==> src/rtl/async_fifo_pkg.sv <==
// Shared pointer helpers and default sizing for the asynchronous FIFO.
// Gray/binary conversions work on a fixed-size word and only honour the low w bits.
package async_fifo_pkg;

  localparam int ASIZE_DEF = 4;
  localparam int OCW_DEF   = 8;
  localparam int PTR_W_MAX = 32;

  typedef logic [PTR_W_MAX-1:0] ptr_word_t;

  function automatic ptr_word_t width_mask(input ptr_word_t v, input int w);
    ptr_word_t r;
    r = '0;
    for (int i = 0; i < PTR_W_MAX; i++) begin
      r[i] = (i < w) ? v[i] : 1'b0;
    end
    return r;
  endfunction

  function automatic ptr_word_t bin2gray(input ptr_word_t b, input int w);
    ptr_word_t m;
    m = width_mask(b, w);
    return m ^ (m >> 1);
  endfunction

  function automatic ptr_word_t gray2bin(input ptr_word_t g, input int w);
    ptr_word_t m;
    ptr_word_t b;
    m = width_mask(g, w);
    b = '0;
    b[PTR_W_MAX-1] = m[PTR_W_MAX-1];
    for (int i = PTR_W_MAX - 2; i >= 0; i--) begin
      b[i] = b[i+1] ^ m[i];
    end
    return b;
  endfunction

endpackage

==> src/rtl/wptr_full_ch.sv <==
// One write-side FIFO channel: binary/Gray pointer, full and hysteretic
// near-full flags, occupancy, sticky overflow and saturating reject counter.
module wptr_full_ch
  import async_fifo_pkg::*;
#(
  parameter int ASIZE = ASIZE_DEF,
  parameter int OCW   = OCW_DEF
) (
  input  logic             wclk_i,
  input  logic             wrst_i,
  input  logic             winc_i,
  input  logic             wptr_clr_i,
  input  logic             ovf_clr_i,
  input  logic [ASIZE:0]   nf_hi_i,
  input  logic [ASIZE:0]   nf_lo_i,
  input  logic [ASIZE:0]   sync_rptr_i,
  output logic [ASIZE:0]   wptr_o,
  output logic [ASIZE-1:0] waddr_o,
  output logic [ASIZE:0]   wlevel_o,
  output logic             full_o,
  output logic             near_full_o,
  output logic             over_flow_o,
  output logic [OCW-1:0]   ovf_cnt_o
);

  localparam int PW = ASIZE + 1;

  logic [ASIZE:0] wbin_q, wbin_d;
  logic [ASIZE:0] wgray_q, wgray_d;
  logic [ASIZE:0] level_q, level_d;
  logic [ASIZE:0] rbin;
  logic           full_q, full_d;
  logic           nf_q, nf_d;
  logic           ovf_q, ovf_d;
  logic [OCW-1:0] cnt_q, cnt_d;
  logic           acc, rej;

  assign acc  = winc_i & ~full_q;
  assign rej  = winc_i & full_q;
  assign rbin = PW'(gray2bin(PTR_W_MAX'(sync_rptr_i), PW));

  always_comb begin
    // NOTE: every always_comb output gets a default first, so no path leaves
    // a signal unassigned and no latch is inferred.
    wbin_d  = wbin_q + PW'(acc);
    wgray_d = PW'(bin2gray(PTR_W_MAX'(wbin_d), PW));
    level_d = wbin_d - rbin;
    // Full when the pointers differ by exactly one lap: top two Gray bits flipped.
    full_d  = (wgray_d == {~sync_rptr_i[ASIZE:ASIZE-1], sync_rptr_i[ASIZE-2:0]});

    nf_d = nf_q;
    if (full_d)                  nf_d = 1'b0;
    else if (level_d >= nf_hi_i) nf_d = 1'b1;
    else if (level_d <= nf_lo_i) nf_d = 1'b0;

    ovf_d = rej | (ovf_q & ~ovf_clr_i);

    cnt_d = cnt_q;
    if (ovf_clr_i)                 cnt_d = OCW'(rej);
    else if (rej && cnt_q != '1)   cnt_d = cnt_q + OCW'(1);
  end

  // Reset and per-channel clear both return the channel to its empty state.
  always_ff @(posedge wclk_i) begin
    // NOTE: state registers use non-blocking assignments so every register
    // samples pre-edge values regardless of statement order.
    if (wrst_i || wptr_clr_i) begin
      wbin_q  <= '0;
      wgray_q <= '0;
      level_q <= '0;
      full_q  <= 1'b0;
      nf_q    <= 1'b0;
      ovf_q   <= 1'b0;
      cnt_q   <= '0;
    end else begin
      wbin_q  <= wbin_d;
      wgray_q <= wgray_d;
      level_q <= level_d;
      full_q  <= full_d;
      nf_q    <= nf_d;
      ovf_q   <= ovf_d;
      cnt_q   <= cnt_d;
    end
  end

  assign wptr_o      = wgray_q;
  assign waddr_o     = wbin_q[ASIZE-1:0];
  assign wlevel_o    = level_q;
  assign full_o      = full_q;
  assign near_full_o = nf_q;
  assign over_flow_o = ovf_q;
  assign ovf_cnt_o   = cnt_q;

endmodule

==> src/rtl/wptr_full_mc.sv <==
// Multi-channel write-side pointer/flag engine: one wptr_full_ch per channel,
// with the top level only slicing the packed buses.
module wptr_full_mc
  import async_fifo_pkg::*;
#(
  parameter int ASIZE = ASIZE_DEF,
  parameter int NCH   = 4,
  parameter int OCW   = OCW_DEF
) (
  input  logic                   wclk,
  input  logic                   wrst,
  input  logic [NCH-1:0]         winc,
  input  logic [NCH-1:0]         wptr_clr,
  input  logic [NCH-1:0]         ovf_clr,
  input  logic [ASIZE:0]         nf_hi,
  input  logic [ASIZE:0]         nf_lo,
  input  logic [NCH*(ASIZE+1)-1:0] sync_rptr,
  output logic [NCH*(ASIZE+1)-1:0] wptr,
  output logic [NCH*ASIZE-1:0]   waddr,
  output logic [NCH*(ASIZE+1)-1:0] wlevel,
  output logic [NCH-1:0]         full,
  output logic [NCH-1:0]         near_full,
  output logic [NCH-1:0]         over_flow,
  output logic [NCH*OCW-1:0]     ovf_cnt
);

  for (genvar c = 0; c < NCH; c++) begin : g_ch
    wptr_full_ch #(
      .ASIZE (ASIZE),
      .OCW   (OCW)
    ) u_ch (
      .wclk_i      (wclk),
      .wrst_i      (wrst),
      .winc_i      (winc[c]),
      .wptr_clr_i  (wptr_clr[c]),
      .ovf_clr_i   (ovf_clr[c]),
      .nf_hi_i     (nf_hi),
      .nf_lo_i     (nf_lo),
      .sync_rptr_i (sync_rptr[c*(ASIZE+1) +: ASIZE+1]),
      .wptr_o      (wptr[c*(ASIZE+1) +: ASIZE+1]),
      .waddr_o     (waddr[c*ASIZE +: ASIZE]),
      .wlevel_o    (wlevel[c*(ASIZE+1) +: ASIZE+1]),
      .full_o      (full[c]),
      .near_full_o (near_full[c]),
      .over_flow_o (over_flow[c]),
      .ovf_cnt_o   (ovf_cnt[c*OCW +: OCW])
    );
  end

endmodule

==> config.mk <==
export PLATFORM = sky130hd
export DESIGN_NAME = wptr_full_mc
export DESIGN_NICKNAME = d
export VERILOG_FILES = /design/src/rtl/async_fifo_pkg.sv /design/src/rtl/wptr_full_ch.sv /design/src/rtl/wptr_full_mc.sv
export SDC_FILE = /design/constraint.sdc
export NUM_CORES = 1
export LEC_CHECK = 0
export ABC_AREA = 1
export BUFFER_PORTS_ARGS = -buffer_cell sky130_fd_sc_hd__buf_2
export CAP_MARGIN = 15
export CORE_MARGIN = 2
export CORE_UTILIZATION = 59
export CTS_CLUSTER_DIAMETER = 150
export DETAILED_ROUTE_END_ITERATION = 8
export PLACE_DENSITY = 0.88
export SLEW_MARGIN = 10
export SYNTH_ARGS = -nofsm -noshare
export SYNTH_HDL_FRONTEND = slang
export SYNTH_SLANG_ARGS = --single-unit
==> constraint.sdc <==
create_clock -name wclk -period 10.2 [get_ports wclk]
set_input_delay 1.53 -clock wclk [delete_from_list [all_inputs] [get_ports wclk]]
set_output_delay 1.53 -clock wclk [all_outputs]
set_load 0.01 [all_outputs]
After elaboration in Yosys (flattened, before gate mapping)
Cells that the tools add are included.
{"block": "word_totals", "inputBits": 44, "ff_bits": 104, "word_cells": 148, "output_inout_bits": 100}
{"block": "op_classes", "muxes": 16, "add_sub_neg": 12, "n_bitwise": 48, "n_lt_le_gt_ge": 8, "n_eq_ne": 8, "n_reduce_logical": 24}
{"operator": "adder 8 x 1 -> 8 bit (second input constant)", "n": 4}
{"operator": "!= test 8 bit (second input constant)", "n": 4}
{"operator": "adder 5 x 1 -> 5 bit", "n": 4}
{"operator": "equality test 5 bit", "n": 4}
{"operator": ">= comparator 5 bit", "n": 4}
{"operator": "less-or-equal comparator 5 bit", "n": 4}
{"operator": "subtractor 5 bit", "n": 4}
{"operator": "XOR 5 x 4 -> 5 bit", "n": 4}
{"operator": "2-to-1 mux 1 bit", "n": 16}
{"operator": "nonzero test 2 bit", "n": 8}
{"operator": "OR reduction 2 bit", "n": 8}
{"operator": "XOR 1 bit", "n": 16}
{"operator": "bitwise AND 1 bit", "n": 12}
{"operator": "inverter 1 bit", "n": 8}
{"operator": "inverter 2 bit", "n": 4}
{"operator": "logical AND 1 bit", "n": 4}
{"operator": "logical OR 1 bit", "n": 4}
{"operator": "OR 1 bit", "n": 4}

Longest topological paths before layout
Gate-level depths: netlist of run 1.
{"block": "logic_depth", "word_depth": 8, "ltp_mapped": 25, "ltp_nobuf": 25}

Modules after synthesis
Synthesis of run 1 repeated with hierarchy kept, for this count alone.
{"block": "unflattened", "hier_cells": 956, "area_unflattened_um2": 6591.3}
{"mod": "wptr_full_ch (g_ch[1].u_ch ...)", "instances": 3, "cells_per_inst": 238, "seq_area_each_um2": 500.5, "area_each_um2": 1642.8}
{"mod": "wptr_full_ch (g_ch[0].u_ch)", "instances": 1, "cells_per_inst": 242, "seq_area_each_um2": 500.5, "area_each_um2": 1662.8}

Worst setup path before layout of run 1
Ideal clock, no wire load.
{"block": "synth_path", "kind": "input to register", "start": "input port sync_rptr[9]", "end": "register g_ch[1].u_ch.nf_q", "n_path_buf": 0, "path_slack_ns": 5.799, "t_required_ns": 10.136, "stages": 22, "arrival_ns": 4.338, "setup_time_ns": 0.064, "path_cell_list": "xnor2_2 xor2_2 xor2_1 nand2_1 nand2_1 inv_1 ha_1 fa_1 nor2_1 nor2_1 nor2_1 nor2_1 xor2_1 inv_1 ha_1 nand2_1 o21bai_1 nand2_1 o21ai_0 o21ai_0 nand2_1 nor2_1"}
{"block": "synth_via", "elab_chain_len": 7, "elab_cells_between_ends": 12, "classes_between": "1 x add/sub; 2 x order compare; 1 x eq/ne; 1 x mux; 5 x bitwise; 2 x reduce/logical"}
{"element": "start, declared", "line": "wptr_full_mc.sv:17", "source": "input logic [NCH*(ASIZE+1)-1:0] sync_rptr,"}
{"element": "XOR 1 bit (4 in a row)", "line": "async_fifo_pkg.sv:33", "source": "b[i] = b[i+1] ^ m[i];"}
{"element": "subtractor 5 bit (*)", "line": "wptr_full_ch.sv:47", "source": "level_d = wbin_d - rbin;"}
{"element": "net g_ch[1].u_ch.level_d[4]", "line": "wptr_full_ch.sv:30", "source": "logic [ASIZE:0] level_q, level_d;"}
{"element": ">= comparator 5 bit or less-or-equal comparator 5 bit (tied branches)", "line": "wptr_full_ch.sv:53, wptr_full_ch.sv:54"}
{"element": "2-to-1 mux 1 bit or nonzero test 2 bit (tied branches)"}
{"element": "end signal, assigned", "line": "wptr_full_ch.sv:80", "source": "nf_q <= nf_d;"}
{"element": "end, declared", "line": "wptr_full_ch.sv:33", "source": "logic nf_q, nf_d;"}
Mark *: on every way through the listed nets, which the timed path passes. The rest lies on a longest branch.
A chain may end at the register's enable or synchronous reset.

Worst setup path after layout of run 1
{"block": "layout_path", "start": "input port sync_rptr[19]", "end": "register g_ch[3].u_ch.nf_q"}
{"block": "layout_via", "elab_chain_len": 7, "elab_cells_between_ends": 12, "classes_between": "1 x add/sub; 2 x order compare; 1 x eq/ne; 1 x mux; 5 x bitwise; 2 x reduce/logical"}
{"element": "XOR 1 bit (4 in a row)", "line": "async_fifo_pkg.sv:33"}
{"element": "subtractor 5 bit (*)", "line": "wptr_full_ch.sv:47"}
{"element": "net g_ch[3].u_ch.level_d[4]", "line": "wptr_full_ch.sv:30"}
{"element": ">= comparator 5 bit or less-or-equal comparator 5 bit (tied branches)", "line": "wptr_full_ch.sv:53, wptr_full_ch.sv:54"}
{"element": "2-to-1 mux 1 bit or nonzero test 2 bit (tied branches)"}
{"element": "end signal, assigned", "line": "wptr_full_ch.sv:80"}
{"element": "end, declared", "line": "wptr_full_ch.sv:33"}
Marks and branches as above.

==> flow_metrics.tcl, run 1 <==
set metrics [dict create \
    htree_levels 3 \
    worstReg2RegStart "g_ch[2].u_ch.full_o" \
    drt_iter0_markers 365 \
    whs_ns 0.463 \
    cts.sinks 100 \
    final_common_cell "nand2_1" \
    top_layer "met4" \
    ys_warn_count 0 \
    required_ns 10.48 \
    worst-r2r-setup-slack_ns 6.88 \
    layout_min_cycle_time_ns 4.53 \
    grt_usage_pct 24.9 \
    dr_wl_met3_um 777 \
    clockBufferDepth 2 \
    fill_cells 950 \
    grt_first_pass_wirelength_um 23500 \
    final_cell_mix "225 x nand2_1, 143 x buf_2, 132 x inv_1" \
    met2_length_um 6620 \
    diodes 0 \
    fin_nets 1172 \
    drc 0 \
    synth_nets 1038 \
    ir_worst_vdd_v 0.0000758 \
    drive_above_1_share_pct 17.4 \
    maxSlewViolCount 0 \
    dieArea_um2 11700 \
    hold_viol_final 0 \
    timing.rr.end "g_ch[2].u_ch.near_full_o" \
    hold_path.class "flip-flop to flip-flop" \
    crit_type "input port to flip-flop" \
    endpoint_kind "flip-flop" \
    cp-start-kind "input port" \
    grt_pass1_vias 5391 \
    whs_path_depth 2 \
    routedLengthMet1_um 6500 \
    power_density_nw_per_um2 126 \
    min_from "g_ch[2].u_ch.over_flow_o" \
    multiInputGateArea_um2 3760 \
    hold_buffers 0 \
    ys_types 38 \
    numCtsBuffers 9 \
    root_buffer "clkbuf_8" \
    crit_fanout 3 \
    total_power_w 0.000923 \
    leakage_nw 3.93 \
    synth_seq_cells 100 \
    cts_setup_buffers 0 \
    max-slew-margin-rel_pct 64.7 \
    cap_violations 0 \
    cp.arrival_ns 4.81 \
    antenna_left 0 \
    io_buffers 143 \
    coreArea_um2 10700 \
    clk_latency_ns 0.39 \
    die_y_um 108 \
    ff2ff_path_depth 22 \
    cts_tree "yes" \
    seq_area_frac_synth_pct 31.2 \
    ctsResizeCount 0 \
    grt_max_degree 19 \
    area_growth_pct 14.5 \
    outcome "finished, final reports clean" \
    regArea_um2 2000 \
    setup_tns_ns 0 \
    synth_area_um2 6410 \
    grt_setup_unrepaired "no" \
    finalSetupViolations 0 \
    io-pin-count 144 \
    syn_inst 922 \
    routed_wl_um 14100 \
    start_util_pct 59.7 \
    clock_skew_ns 0.0118 \
    wl_per_cell_um 11.8 \
    vias_per_cell 5.05 \
    firstDrtPassIters 5 \
    die_w_um 108 \
    fmax_ghz 0.221 \
    path_clk_slew_ns 0.10 \
    avgSynthCellArea_um2 6.96 \
    post-route-period-util_pct 44.4 \
    gr-total-overflow 0 \
    holdPathEnd "g_ch[2].u_ch.over_flow_o" \
    tightestPinTransition_ns 0.526 \
    vias 6069 \
    fp-row-count 38 \
    gp_congestion 0.892 \
    antenna_found_initial 0 \
    dp_hpwl_um 11200 \
]
cell usage after synthesis (all sizes together):
cell / n / share of area (%)
xnor2: 9 / 1.7
nand3: 65 / 5.2
o22ai: 3 / 0.29
nand4: 16 / 1.6
clkinv: 3 / 0.18
and2: 2 / 0.20
nor4: 1 / 0.098
nor3: 19 / 1.7
xor2: 27 / 4.0
a21oi: 47 / 3.8
nor3b: 1 / 0.12
o21ai: 27 / 2.2
inv: 135 / 7.9
buf: 16 / 1.9
nor2: 131 / 7.7
clkbuf: 4 / 0.23
nand3b: 4 / 0.47
nand2: 230 / 14
fa: 4 / 1.2
o31a: 1 / 0.14
dfxtp: 100 / 31
ha: 68 / 13
or2: 1 / 0.098
a21o: 1 / 0.12
xnor3: 1 / 0.35
o21bai: 3 / 0.35
and3: 3 / 0.29
flip-flops by register name, summed over array words and instances (netlist names):
name                   cells
g_ch.u_ch.wlevel_o        20
g_ch.u_ch.ovf_cnt_o       32
g_ch.u_ch.full_o           4
g_ch.u_ch.near_full_o      4
g_ch.u_ch.wptr_o          20
g_ch.u_ch.wbin_q          16
g_ch.u_ch.over_flow_o      4
cell type report:
class                      instances  area share (%)
sequential                       100            27.3
clock inverter                     7           0.698
timing repair buffer             143            9.74
inverter                         138            7.05
multi-input combinational        664            51.2
tap                              140            2.38
clock buffer                       9            1.69
worst max-delay path, stage by stage:
cell	delay, ns
buf_2	0.13
xnor2_2	0.23
xor2_2	0.25
xor2_1	0.27
nand2_1	0.08
nand2_1	0.06
inv_1	0.04
ha_1	0.20
fa_1	0.40
nor2_1	0.22
nor2_1	0.06
nor2_1	0.08
nor2_1	0.05
xnor2_1	0.27
ha_1	0.31
nand2_1	0.08
inv_1	0.05
o21ai_0	0.07
nand3_1	0.09
nor2_1	0.08
o21ai_0	0.08
nand2_1	0.06
inv_1	0.04
nand2_1	0.05
inv_1	0.03
cells by family after synthesis:
| family | after synthesis | share of synthesized area [%] |
|---|---|---|
| and+or+nand+nor | 473 | 31.2 |
| buffers and inverters | 158 | 10.2 |
| DFF | 100 | 31.2 |
| AOI/OAI and AO/OA | 82 | 6.85 |
| adders and majority gates | 72 | 14.5 |
| xor gates and xnor gates | 37 | 6.09 |
per-layer routing:
layer | track usage, % | up-vias
met1 | 31.0 | 2717
li1 | - | 3197
met5 | 0 | -
met4 | 9.34 | 0
met2 | 43.0 | 138
met3 | 4.64 | 17
worst max path at each step:
stage                  startpoint                        to  depth (start not counted)
detailed placement  sync_rptr[19]  g_ch[3].u_ch.near_full_o                         25
global placement     sync_rptr[4]  g_ch[0].u_ch.near_full_o                         22
global route        sync_rptr[19]  g_ch[3].u_ch.near_full_o                         25
CTS                 sync_rptr[19]  g_ch[3].u_ch.near_full_o                         25
finish              sync_rptr[19]  g_ch[3].u_ch.near_full_o                         25
floorplan            sync_rptr[9]  g_ch[1].u_ch.near_full_o                         22
power by group:
group | total, W | switching [W] | leakage (nW) | internal [W]
logic | 0.000278 | 0.000167 | 3.03 | 0.000111
registers | 0.000409 | 0.00000530 | 0.811 | 0.000404
clock network | 0.000236 | 0.000146 | 0.0860 | 0.0000899
stage by stage:
| stage | area [um2] | cells | worst slack [ns] | util (%) |
|---|---|---|---|---|
| 2_1_floorplan | 6410 | 922 | 5.80 | - |
| 3_3_place_gp | 7170 | 1185 | 5.46 | 66.7 |
| 3_5_place_dp | 7170 | 1185 | 5.31 | 66.7 |
| 4_1_cts | 7350 | 1201 | 5.68 | 68.4 |
| 5_1_grt | 7350 | 1201 | 5.27 | 68.4 |
| 6_report | 7350 | 1201 | 5.67 | 68.4 |
Power figures use the tool's default switching activity.
==> run 2: changes to the inputs <==
--- a/config.mk
+++ b/config.mk
@@ -5,14 +5,14 @@
 export SDC_FILE = /design/constraint.sdc
 export NUM_CORES = 1
 export LEC_CHECK = 0
-export ABC_AREA = 1
+export ABC_AREA = 0
 export BUFFER_PORTS_ARGS = -buffer_cell sky130_fd_sc_hd__buf_2
 export CAP_MARGIN = 15
 export CORE_MARGIN = 2
-export CORE_UTILIZATION = 59
+export CORE_UTILIZATION = 49
 export CTS_CLUSTER_DIAMETER = 150
 export DETAILED_ROUTE_END_ITERATION = 8
-export PLACE_DENSITY = 0.88
+export PLACE_DENSITY = 0.79
 export SLEW_MARGIN = 10
 export SYNTH_ARGS = -nofsm -noshare
 export SYNTH_HDL_FRONTEND = slang
==> constraint.sdc (replaced) <==
create_clock -name wclk -period 3.7 [get_ports wclk]
set_input_delay 0.555 -clock wclk [delete_from_list [all_inputs] [get_ports wclk]]
set_output_delay 0.555 -clock wclk [all_outputs]
set_load 0.01 [all_outputs]
==> run 2 against run 1 <==
Effect of this change:
- via count is 20% lower
- synthesized cell count is 30% lower
- design area is 3.2% lower
- global-route usage is 4.3 points lower
- critical path depth is 11 lower
- register-to-register slack worse by 6.4 ns
- clock power grew to 4.0 times the previous value
- area after synthesis is 7.4% lower
- first-iteration DRC count is 40% lower
- combinational power grew to 2.8 times the previous value
- hold slack worse by 0.066 ns
- non-clock buffer count is 17 higher
- largest power group unchanged
- highest routed layer unchanged
==> flow_metrics.tcl, run 2 <==
set metrics [dict create \
    outcome "finished, final reports clean" \
    htree_levels 3 \
    worst-r2r-setup-slack_ns 0.49 \
    clock_skew_ns 0.0133 \
    fmax_ghz 0.299 \
    layout_min_cycle_time_ns 3.34 \
    die_y_um 114 \
    wl_per_cell_um 14.0 \
    die_w_um 114 \
    internal_power_w 0.00202 \
    power_density_nw_per_um2 401 \
    endpoint "g_ch[3].u_ch.near_full_o" \
    max-slew-margin-rel_pct 66.1 \
    yosys-top-cells-area "dfxtp_1 34%, ha_1 14%, xnor2_1 9.0%, xor2_1 5.2%, nor2_1 4.9%" \
    leakage_nw 3.47 \
    maxSlewViolCount 0 \
    synth_seq_cells 100 \
    dp_hpwl_um 10200 \
    final_cell_mix "143 x buf_2, 100 x dfxtp_1, 78 x nor2_1" \
    required_ns 3.94 \
    ys_top_cells_by_count "100 x dfxtp_1, 78 x nor2_1, 68 x ha_1" \
    combPwrFrac_pct 27.3 \
    hold_path.class "input port to flip-flop" \
    ys_warn_count 0 \
    crit_fanout 3 \
    firstDrtPassIters 4 \
    avgSynthCellArea_um2 9.17 \
    cp.arrival_ns 3.58 \
    hold_viol_final 0 \
    diodes 0 \
    finalSetupViolations 0 \
    antenna_left 0 \
    drt_iter0_markers 220 \
    synthArstFlopShare_pct 0 \
    grt_first_pass_wirelength_um 21400 \
    crit_type "input port to flip-flop" \
    clk_latency_ns 0.36 \
    cp_cell_sequence "buf_2, xnor2_1, xor2_1, xor2_1, xnor2_1, ha_1, fa_1, xnor2_1, ha_1, a21o_1, a21o_1, a211oi_1, o221ai_1, o211a_1" \
    p_sw_w 0.000838 \
    coreArea_um2 11900 \
    ys_types 50 \
    drive_above_1_share_pct 23.5 \
    largest_reg_flops 32 \
    start_util_pct 49.9 \
    grt_setup_unrepaired "no" \
    seq_power_share_pct 39.5 \
    synth_ff_type "dfxtp_1" \
    ff2ff_path_depth 14 \
    final_common_cell "buf_2" \
    dieArea_um2 13000 \
    whs_ns 0.397 \
    antenna_found_initial 1 \
    cts_tree "yes" \
    yosysTopAreaCellShare_pct 33.7 \
    area_growth_pct 19.8 \
    endpoint_kind "flip-flop" \
    placed_cell_area_um2 6830 \
    vias 4866 \
    cts.sinks 100 \
    ir_worst_vdd_v 0.000246 \
    cap_violations 0 \
    whs_path_depth 2 \
    synth_top_cell_by_area "dfxtp_1" \
    syn_inst 648 \
    tightestPinTransition_ns 0.507 \
    seq_area_frac_synth_pct 33.7 \
    io-pin-count 144 \
    synth_area_um2 5940 \
    vias_per_cell 5.13 \
    grt_max_degree 17 \
    pwr-share-clk_pct 33.2 \
    cts_setup_buffers 0 \
    worstReg2RegStart "g_ch[0].u_ch.full_o" \
    io_buffers 143 \
    root_buffer "clkbuf_16" \
    cp_slowest_stage_delay_ns 0.41 \
    post-route-period-util_pct 90.3 \
    path_clk_slew_ns 0.06 \
    p_sw_share_pct 29.3 \
    startpoint "sync_rptr[19]" \
    synth_edf_count 0 \
    fin_nets 912 \
    clockBufferDepth 2 \
    routed_wl_um 13300 \
    crit_path_frequent_cell "xnor2_1" \
    setup_tns_ns 0 \
    gp_congestion 0.891 \
    drc 0 \
    fill_cells 1073 \
    gr-total-overflow 0 \
    timing.rr.end "g_ch[0].u_ch.near_full_o" \
    cp_slowest_cell "fa_1" \
    synth_nets 764 \
    grt_usage_pct 20.6 \
    final_area_um2 7110 \
    grt_pass1_vias 4531 \
    hold_buffers 0 \
    numCtsBuffers 9 \
    ctsResizeCount 0 \
    cp-start-kind "input port" \
    synth_most_common_cell "dfxtp_1" \
    fp-row-count 40 \
]
-- run 2: worst min-delay path by stage --
stage / start / endpoint
6_report: wptr_clr[1] / g_ch[1].u_ch.wlevel_o[3]
5_1_grt: wptr_clr[1] / g_ch[1].u_ch.wlevel_o[2]
4_1_cts: wptr_clr[1] / g_ch[1].u_ch.wlevel_o[3]
3_5_place_dp: g_ch[0].u_ch.over_flow_o / g_ch[0].u_ch.over_flow_o
3_3_place_gp: g_ch[0].u_ch.over_flow_o / g_ch[0].u_ch.over_flow_o
2_1_floorplan: g_ch[0].u_ch.over_flow_o / g_ch[0].u_ch.over_flow_o
-- run 2: final cells by class --
type                            instances  area (um2)  share of cell area [%]
Multi-Input combinational cell        477        3620                    50.9
Clock buffer                           13         240                    3.38
Timing Repair Buffer                  160         843                    11.9
Tap cell                              147         184                    2.59
Sequential cell                       100        2000                    28.1
Inverter                               48         180                    2.53
Clock inverter                          3        46.3                   0.651
-- run 2: per-layer routing --
layer	global-route usage, %	up-vias	routed length [um]
li1	-	2482	-
met3	5.98	15	798
met1	26.2	2265	6020
met5	0	-	0
met4	6.34	0	199
met2	34.0	104	6290
-- run 2: logic make-up after synthesis --
family / Yosys count / synth area share (%)
multiplexers: 4 / 0.674
AO/OA/AOI/OAI: 102 / 11.7
flip-flops: 100 / 33.7
XOR/XNOR: 104 / 16.8
buffers and inverters: 71 / 5.39
adder cells (fa/ha/maj): 72 / 15.7
AND/OR/NAND/NOR: 195 / 16.1
-- run 2: critical path, delay by kind of cell --
family                   cells  cell delay, ns
AO/OA/AOI/OAI                5            0.83
XOR/XNOR                     5            1.14
adder cells (fa/ha/maj)      3            0.92
buffers and inverters        1            0.11
-- run 2: stage by stage --
stage | worst slack, ns | utilization [%] | power (W) | std cells
floorplan | 0.362 | - | 0.00170 | 648
global placement | 0.113 | 57.3 | 0.00191 | 932
detailed placement | 0.0165 | 57.3 | 0.00193 | 932
CTS | 0.388 | 59.7 | 0.00288 | 948
global route | 0.114 | 59.7 | 0.00304 | 948
finish | 0.361 | 59.7 | 0.00285 | 948
-- run 2: power by group through the flow --
stage	combinational [W]	clock, W	sequential [W]
floorplan	0.000534	0	0.00117
global placement	0.000756	0	0.00115
detailed placement	0.000781	0	0.00115
CTS	0.000787	0.000964	0.00113
global route	0.000886	0.00102	0.00113
finish	0.000780	0.000947	0.00113
